===== src/rtl/core_scheduler.sv =====
// Cross-core scheduler: arbitrates awaken/pause/resume requests per target core.
// Ports: pc_out_n/pause_resume_n/halt_n in, pc_passed_n/stall_num_n/core_state/all_halted/dropped_cnt out.
module core_scheduler (
  input  logic        clk,
  input  logic        rst_,
  input  logic [18:0] pc_out_0,
  input  logic [18:0] pc_out_1,
  input  logic [18:0] pc_out_2,
  input  logic [18:0] pc_out_3,
  input  logic [3:0]  pause_resume_0,
  input  logic [3:0]  pause_resume_1,
  input  logic [3:0]  pause_resume_2,
  input  logic [3:0]  pause_resume_3,
  input  logic        halt_0,
  input  logic        halt_1,
  input  logic        halt_2,
  input  logic        halt_3,
  output logic [16:0] pc_passed_0,
  output logic [16:0] pc_passed_1,
  output logic [16:0] pc_passed_2,
  output logic [16:0] pc_passed_3,
  output logic [2:0]  stall_num_0,
  output logic [2:0]  stall_num_1,
  output logic [2:0]  stall_num_2,
  output logic [2:0]  stall_num_3,
  output logic [11:0] core_state,
  output logic        all_halted,
  output logic [7:0]  dropped_cnt
);

  localparam logic [1:0] ST_OFF   = 2'd0;
  localparam logic [1:0] ST_RUN   = 2'd1;
  localparam logic [1:0] ST_PAUSE = 2'd2;
  localparam logic [1:0] ST_HALT  = 2'd3;

  logic [3:0][18:0] pco;
  logic [3:0][3:0]  prv;
  logic [3:0]       hlt;

  assign pco = {pc_out_3, pc_out_2, pc_out_1, pc_out_0};
  assign prv = {pause_resume_3, pause_resume_2,
                pause_resume_1, pause_resume_0};
  assign hlt = {halt_3, halt_2, halt_1, halt_0};

  logic [3:0][1:0]  state_q, state_d;
  logic [3:0][1:0]  rr_q, rr_d;
  logic [3:0][15:0] pc_q, pc_d;
  logic [3:0]       guard_q, guard_d;
  logic [3:0]       pulse_q, pulse_d;
  logic             boot_q;
  logic [7:0]       drop_q, drop_d;

  logic [3:0]       req_vld;
  logic [3:0]       req_aw;
  logic [3:0]       req_res;
  logic [3:0][1:0]  req_tgt;
  logic [3:0][15:0] req_pc;
  logic [3:0]       win_vld;
  logic [3:0][1:0]  win_idx;
  logic [3:0]       lose;
  logic [3:0]       drop_t;
  logic [8:0]       drop_sum;

  // Awaken wins over pause/resume when a core raises both.
  always_comb begin
    for (int r = 0; r < 4; r++) begin
      req_vld[r] = (state_q[r] == ST_RUN) && !guard_q[r] &&
                   (pco[r][18] || prv[r][3]);
      req_aw[r]  = pco[r][18];
      req_res[r] = prv[r][2];
      req_tgt[r] = pco[r][18] ? pco[r][17:16] : prv[r][1:0];
      req_pc[r]  = pco[r][15:0];
    end
  end

  // Round-robin search starting at rr_q[t], wrapping mod 4.
  always_comb begin
    for (int t = 0; t < 4; t++) begin
      win_vld[t] = 1'b0;
      win_idx[t] = 2'd0;
      for (int k = 0; k < 4; k++) begin
        if (!win_vld[t] &&
            req_vld[rr_q[t] + 2'(k)] &&
            req_tgt[rr_q[t] + 2'(k)] == 2'(t)) begin
          win_vld[t] = 1'b1;
          win_idx[t] = rr_q[t] + 2'(k);
        end
      end
    end
    for (int r = 0; r < 4; r++) begin
      lose[r] = req_vld[r] && (win_idx[req_tgt[r]] != 2'(r));
    end
  end

  always_comb begin
    state_d = state_q;
    rr_d    = rr_q;
    pc_d    = pc_q;
    guard_d = '0;
    pulse_d = '0;
    drop_t  = '0;
    for (int t = 0; t < 4; t++) begin
      if (win_vld[t]) begin
        rr_d[t] = win_idx[t] + 2'd1;
        if (req_aw[win_idx[t]]) begin
          if (state_q[t] == ST_OFF) begin
            state_d[t] = ST_RUN;
            pulse_d[t] = 1'b1;
            pc_d[t]    = req_pc[win_idx[t]];
          end else begin
            drop_t[t] = 1'b1;
          end
        end else if (!req_res[win_idx[t]]) begin
          if (state_q[t] == ST_RUN) state_d[t] = ST_PAUSE;
          else                      drop_t[t]  = 1'b1;
        end else begin
          if (state_q[t] == ST_PAUSE) begin
            state_d[t] = ST_RUN;
            guard_d[t] = 1'b1;
          end else begin
            drop_t[t] = 1'b1;
          end
        end
      end
      // Halt overrides any same-cycle pause/resume outcome.
      if (hlt[t] && (state_q[t] == ST_RUN ||
                     state_q[t] == ST_PAUSE)) begin
        state_d[t] = ST_HALT;
        guard_d[t] = 1'b0;
      end
    end
    // Boot pulse launches core 0 at PC 0 once after reset.
    if (boot_q) begin
      pulse_d[0] = 1'b1;
      pc_d[0]    = 16'h0000;
    end
    drop_sum = {1'b0, drop_q};
    for (int t = 0; t < 4; t++) begin
      drop_sum = drop_sum + 9'(drop_t[t]);
    end
    drop_d = (drop_sum > 9'd255) ? 8'd255 : drop_sum[7:0];
  end

  always_ff @(posedge clk) begin
    if (!rst_) begin
      state_q <= {ST_OFF, ST_OFF, ST_OFF, ST_RUN};
      rr_q    <= '0;
      pc_q    <= '0;
      guard_q <= '0;
      pulse_q <= '0;
      boot_q  <= 1'b1;
      drop_q  <= '0;
    end else begin
      state_q <= state_d;
      rr_q    <= rr_d;
      pc_q    <= pc_d;
      guard_q <= guard_d;
      pulse_q <= pulse_d;
      boot_q  <= 1'b0;
      drop_q  <= drop_d;
    end
  end

  logic [3:0][2:0] stall;

  always_comb begin
    for (int r = 0; r < 4; r++) begin
      stall[r] = (rst_ && (state_q[r] == ST_PAUSE || lose[r]))
                 ? 3'd6 : 3'd0;
    end
  end

  assign stall_num_0 = stall[0];
  assign stall_num_1 = stall[1];
  assign stall_num_2 = stall[2];
  assign stall_num_3 = stall[3];

  assign pc_passed_0 = pulse_q[0] ? {1'b1, pc_q[0]} : 17'h0;
  assign pc_passed_1 = pulse_q[1] ? {1'b1, pc_q[1]} : 17'h0;
  assign pc_passed_2 = pulse_q[2] ? {1'b1, pc_q[2]} : 17'h0;
  assign pc_passed_3 = pulse_q[3] ? {1'b1, pc_q[3]} : 17'h0;

  assign core_state = {1'b0, state_q[3], 1'b0, state_q[2],
                       1'b0, state_q[1], 1'b0, state_q[0]};

  logic [3:0] done;

  always_comb begin
    for (int r = 0; r < 4; r++) begin
      done[r] = (state_q[r] == ST_HALT) || (state_q[r] == ST_OFF);
    end
  end

  assign all_halted  = &done;
  assign dropped_cnt = drop_q;

endmodule


===== config.mk =====
export PLATFORM = sky130hd
export DESIGN_NAME = core_scheduler
export DESIGN_NICKNAME = d
export VERILOG_FILES = /design/src/rtl/core_scheduler.sv
export SDC_FILE = /design/constraint.sdc
export NUM_CORES = 1
export LEC_CHECK = 0
export ABC_AREA = 1
export BUFFER_PORTS_ARGS = -buffer_cell sky130_fd_sc_hd__clkbuf_2
export CELL_PAD_IN_SITES_DETAIL_PLACEMENT = 0
export CELL_PAD_IN_SITES_GLOBAL_PLACEMENT = 1
export CORE_UTILIZATION = 40
export CTS_BUF_LIST = sky130_fd_sc_hd__clkbuf_8
export DETAILED_ROUTE_END_ITERATION = 16
export PLACE_DENSITY_LB_ADDON = 0.1
export SLEW_MARGIN = 20
export SYNTH_ARGS = -nofsm -noshare
export SYNTH_HDL_FRONTEND = slang
export SYNTH_SLANG_ARGS = --single-unit
export TNS_END_PERCENT = 30

===== constraint.sdc =====
create_clock -name clk -period 12.7 [get_ports clk]
set_input_delay 2.54 -clock clk [delete_from_list [all_inputs] [get_ports clk]]
set_output_delay 2.54 -clock clk [all_outputs]
set_load 0.02 [all_outputs]

After elaboration in Yosys (flattened, before gate mapping)
Cells that the tools add are included.

cells by class
  add/subtract/negate cells = 20
  magnitude comparators = 25
  equality and inequality tests = 37
  muxes and demuxes = 205
  bitwise operators = 9
  reductions and logical operators = 117

operators by type and width
  cell                                                count
  two-way mux 2 bit                                   68
  binary-select mux 16 bit (select 2 bit)             4
  binary-select mux 2 bit (select 2 bit)              20
  two-way mux 1 bit                                   76
  < comparator 2 x 3 -> 1 bit, second input constant  24
  two-way mux 17 bit                                  4
  two-way mux 16 bit                                  4
  binary-select mux 1 bit (select 2 bit)              24
  logical AND 1 bit                                   48
  == test 2 bit, second input constant                16
  adder 9 x 1 -> 9 bit                                3
  AND reduction 4 bit                                 6
  AND reduction 3 bit                                 7
  OR reduction 5 bit                                  4
  adder 2 x 1 -> 2 bit, second input constant         8
  adder 2 bit, second input constant                  8
  == test 2 x 1 -> 1 bit, second input constant       8
  logical NOT 1 bit                                   16
  logical NOT 2 bit                                   8
  logical OR 1 bit                                    16
  != test 4 x 2 -> 1 bit, second input constant       4
  nonzero test 4 bit                                  4
  two-way mux 3 bit                                   4
  != test 3 x 1 -> 1 bit, second input constant       4
  other kinds (10)                                    25

word-level totals
  register bits after elaboration = 97
  bits of input ports = 98
  output and inout port bits = 101
  logic and storage cells = 436

Depth between registers and ports, before layout
  depth after elaboration = 30
  mapped depth = 31
  depth with buffers taken out = 31

Worst setup path after synthesis
OpenSTA, ideal clock, no wires.

  kind = in2out
  start point = input pc_out_3[18]
  end point = output stall_num_1[2]
  arrival time = 4798 ps
  required time = 10160 ps
  path slack = 5362 ps
  stages = 18
  buffers on the path = 3
  cells stage by stage = buf_6 inv_4 nand2_4 nand2_2 nand2_1 nand2_1 nor2_1 nand2_1 nand2_2 nor2_2 nand4_1 nand2_1 inv_1 nand2_1 buf_2 nand4_1 a21oi_1 buf_4

on the way
  cells in the longest elaborated chain, start to end = 25
  elaborated cells between the ends (all ways) = 158
  those cells by class = eq/ne: 13; mux: 96; reduce/logical: 49

RTL lines
  item                                                                                               RTL line  text
  start: declaration                                                                                 9         input logic [18:0] pc_out_3,
  two-way mux 2 bit or logical OR 1 bit (tied branches)                                              71, 68
  binary-select mux 2 bit (select 2 bit) or logical AND 1 bit (tied branches)                        84, 67
  two-way mux 2 bit (not written as such) or binary-select mux 1 bit (select 2 bit) (tied branches)  84, 83
  == test 2 x 1 -> 1 bit, or another cell as far along                                               84        req_tgt[rr_q[t] + 2'(k)] == 2'(t)) begin
  logical AND 1 bit                                                                                  83        req_vld[rr_q[t] + 2'(k)] &&
  two-way mux 1 bit                                                                                  82        if (!win_vld[t] &&
  logical NOT 1 bit                                                                                  82
  logical AND 1 bit                                                                                  82
  [... 9 more ...]                                                                                   -
  two-way mux 2 bit                                                                                  82
  binary-select mux 2 bit (select 2 bit) *                                                           91        lose[r] = req_vld[r] && (win_idx[req_tgt[r]] != 2'(r));
  two-way mux 2 bit (not written as such) *                                                          91
  != test 2 x 1 -> 1 bit *                                                                           91
  logical AND 1 bit *                                                                                91
  logical OR 1 bit *                                                                                 168       stall[r] = (rst_ && (state_q[r] == ST_PAUSE || lose[r]))
  logical AND 1 bit *                                                                                168
  two-way mux 3 bit *                                                                                169       ? 3'd6 : 3'd0;
  end: declaration                                                                                   23        output logic [2:0] stall_num_1,

Mark *: on every way between the ends. The rest lies on a longest branch, timed or not. The select of a mux whose other input is x is not followed.

Worst setup path in the final report
  start point = input pc_out_3[18]
  end point = output stall_num_1[1]

The elaborated chain is that of the path after synthesis.

==> impl_metrics.env <==
export IMPL_grt_pass1_wl_um=50200
export IMPL_swShare_pct=59.3
export IMPL_final_common_cell="nand2_1"
export IMPL_met3_usage_pct=4.57
export IMPL_synth_edf_count=0
export IMPL_synth_avg_cell_area_um2=6.02
export IMPL_final_hold_viol_count=0
export IMPL_busiest_layer="met2"
export IMPL_skew_ns=0.0200
export IMPL_antennaDiodeCount=0
export IMPL_clock_power_share_pct=10.1
export IMPL_crit_fanout=18
export IMPL_critPathLaunchType="input pin"
export IMPL_synth_top_cell_by_area="dfxtp_1"
export IMPL_final_nets=1685
export IMPL_fp_dieW_um=149
export IMPL_p_comb_share_pct=69.8
export IMPL_globalplace_congestion=0.961
export IMPL_die_height_um=149
export IMPL_drt_iter0_drc=873
export IMPL_drv_slew=0
export IMPL_cts_hold_fix_buffers=0
export IMPL_nFillCells=2333
export IMPL_clk_path_buf_depth=2
export IMPL_powerDensity_nw_per_um2=235
export IMPL_p_seq_share_pct=20.1
export IMPL_io_pins=199
export IMPL_min_period_ns=8.34
export IMPL_synth_top_cell_area_share_pct=22.6
export IMPL_antenna_left=0
export IMPL_drc=0
export IMPL_via_per_inst=5.35
export IMPL_tightest_slew_ns=0.969
export IMPL_wl_per_cell_um=17.9
export IMPL_r2r_end="dropped_cnt[3]$_SDFF_PN0_"
export IMPL_area_growth_pct=13.1
export IMPL_leakagePower_nw=5.44
export IMPL_syn_area_um2=8600
export IMPL_async_flop_share_pct=0
export IMPL_routed_via_count=9902
export IMPL_p_sw_mw=1.36
export IMPL_grt_total_usage_pct=29.6
export IMPL_firstDrtPassIters=6
export IMPL_rr_startpoint="rr_q[4]$_SDFFE_PN0N_"
export IMPL_worst_setup_path_end_kind="primary output"
export IMPL_finalNonFillerCells=1851
export IMPL_ys_flop_type="dfxtp_1"
export IMPL_ys_ff_latch=97
export IMPL_postCtsSetupBuffers=0
export IMPL_setup_viol=0
export IMPL_peakVddDrop_mv=0.149
export IMPL_clock_latency_ns=0.40
export IMPL_hp_class="reg -> reg"
export IMPL_holdPathStages=2
export IMPL_use_met2_pct=46.9
export IMPL_rows=53
export IMPL_cap_violations=0
export IMPL_reg2reg_depth=24
export IMPL_syn_inst=1429
export IMPL_regArea_um2=1940
export IMPL_setup_tns_final_ns=0
export IMPL_max_freq_ghz=0.120
export IMPL_ys_warn_count=0
export IMPL_fin_crit_sh_pct=65.7
export IMPL_final_cell_mix="nand2_1, inv_1, clkbuf_2, nor2_1, o22ai_1"
export IMPL_multi_input_area_um2=5290
export IMPL_clock_sinks=97
export IMPL_p_int_mw=0.932
export IMPL_grt_pass1_vias=9059
export IMPL_place_hpwl_um=24700
export IMPL_rsz0062_at_grt="no"
export IMPL_stdcell_area_um2=9730
export IMPL_placed_cell_area_um2=9520
export IMPL_min_to="pc_q[37]$_SDFFE_PN0P_"
export IMPL_drive_gt1_share_pct=20.7
export IMPL_synth_cell_types=44
export IMPL_cts_root_buf="clkbuf_8"
export IMPL_status="complete, no violations"
export IMPL_core_um2=21100
export IMPL_use_met1_pct=40.5
export IMPL_crit_arrival_ns=5.80
export IMPL_antenna_found_initial=0
export IMPL_required_ns=10.16
export IMPL_cts_tree="done"
export IMPL_worst_hold_slack_ns=0.477
export IMPL_initial_core_util_pct=40.8
export IMPL_clk_pin_slew_ns=0.11
export IMPL_criticalPathCategory="in -> out"
export IMPL_cts_buffers=9
export IMPL_holdCritStartpoint="pc_q[37]$_SDFFE_PN0P_"
export IMPL_die_area_um2=22100
export IMPL_grt_ovfl_total=0
export IMPL_routed_wl_um=33100
export IMPL_r2r_slack_ns=7.71
export IMPL_max_slew_margin_pct=35.2
export IMPL_ys_seq_area_share_pct=22.6
export IMPL_grt_max_degree=39
export IMPL_port_buffers=190
export IMPL_htree_num_levels=3
export IMPL_dp_cells=1835
export IMPL_synth_area_top_cells="dfxtp_1, nand2_1, inv_1"
export IMPL_post_cts_resized=0
power by group through the flow:
stage | Sequential, mW | Clock, mW | Combinational [mW]
after floorplan | 0.444 | 0 | 1.18
after global placement | 0.466 | 0 | 1.56
after detailed placement | 0.466 | 0 | 1.56
after CTS | 0.459 | 0.236 | 1.57
after global routing | 0.471 | 0.249 | 1.73
final | 0.460 | 0.232 | 1.60
synthesized netlist by cell type, types with 19 or more instances:
cell and number:
nand2_1 367, nand3_1 88, nor3_2 27, nand2_2 30
o21ai_0 65, nor2_1 130, a21oi_1 40, o22ai_1 122
inv_1 234, dfxtp_1 97, buf_2 22, buf_4 19
worst max-delay path: stages:
cell and delay, ns:
clkbuf_2 0.29, nand2_1 0.19, nand2_2 0.16, o21ai_0 0.09, nor2_1 0.27, nand2_1 0.16
nand2_2 0.13, inv_1 0.05, a21oi_1 0.16, nand2_2 0.13, nand2_4 0.13, inv_2 0.06
nand2_1 0.64, nand4_1 0.34, a21oi_1 0.26, clkbuf_2 0.20
sequential cells by signal, summed over array words and instances, names as in the netlist:
signal,flops
boot_q,1
core_state,8
dropped_cnt,8
guard_q,4
pc_q,64
pulse_q,4
rr_q,8
worst max path at each step:
| stage | start | slack [ns] | to | depth (start not counted) |
|---|---|---|---|---|
| 2_1_floorplan | pc_out_3[18] | 5.36 | stall_num_1[2] | 18 |
| 5_1_grt | pc_out_3[18] | 4.14 | stall_num_0[1] | 20 |
| 4_1_cts | pc_out_3[18] | 4.42 | stall_num_1[1] | 16 |
| 3_3_place_gp | pc_out_3[18] | 4.50 | stall_num_1[1] | 16 |
| 3_5_place_dp | pc_out_3[18] | 4.43 | stall_num_1[1] | 16 |
| 6_report | pc_out_3[18] | 4.36 | stall_num_1[1] | 16 |
cell type report:
| class | instances | share of cell area [%] |
|---|---|---|
| multi-input combinational | 1018 | 54.4 |
| sequential | 97 | 20.0 |
| timing repair buffer | 193 | 10.0 |
| inverter | 252 | 9.92 |
| tap | 275 | 3.54 |
| clock buffer | 9 | 1.27 |
| clock inverter | 7 | 0.964 |
layer usage:
layer	up-vias	share of wire [%]
met5	-	0
met4	0	2.9
met3	64	7.8
met2	480	44
met1	4467	45
li1	4891	-
cell families (layout without fill, tap and decap cells):
group | Yosys count | after routing | share of synthesized area, %
AO/OA/AOI/OAI | 269 | 269 | 18.4
XOR/XNOR | 8 | 8 | 0.902
flip-flops | 97 | 97 | 22.6
AND/OR/NAND/NOR | 717 | 717 | 39.2
other | 1 | 8 | 0.0436
adder cells (fa/ha/maj) | 16 | 16 | 2.59
buffers and inverters | 321 | 461 | 16.3
per-stage QoR:
| step | utilization, % | power, mW | setup WS (ns) |
|---|---|---|---|
| floorplan | - | 1.62 | 5.36 |
| detailed placement | 45.1 | 2.02 | 4.43 |
| global route | 46.2 | 2.45 | 4.14 |
| global placement | 45.1 | 2.03 | 4.50 |
| CTS | 46.2 | 2.26 | 4.42 |
| finish | 46.2 | 2.29 | 4.36 |
Power figures use the tool's default switching activity.
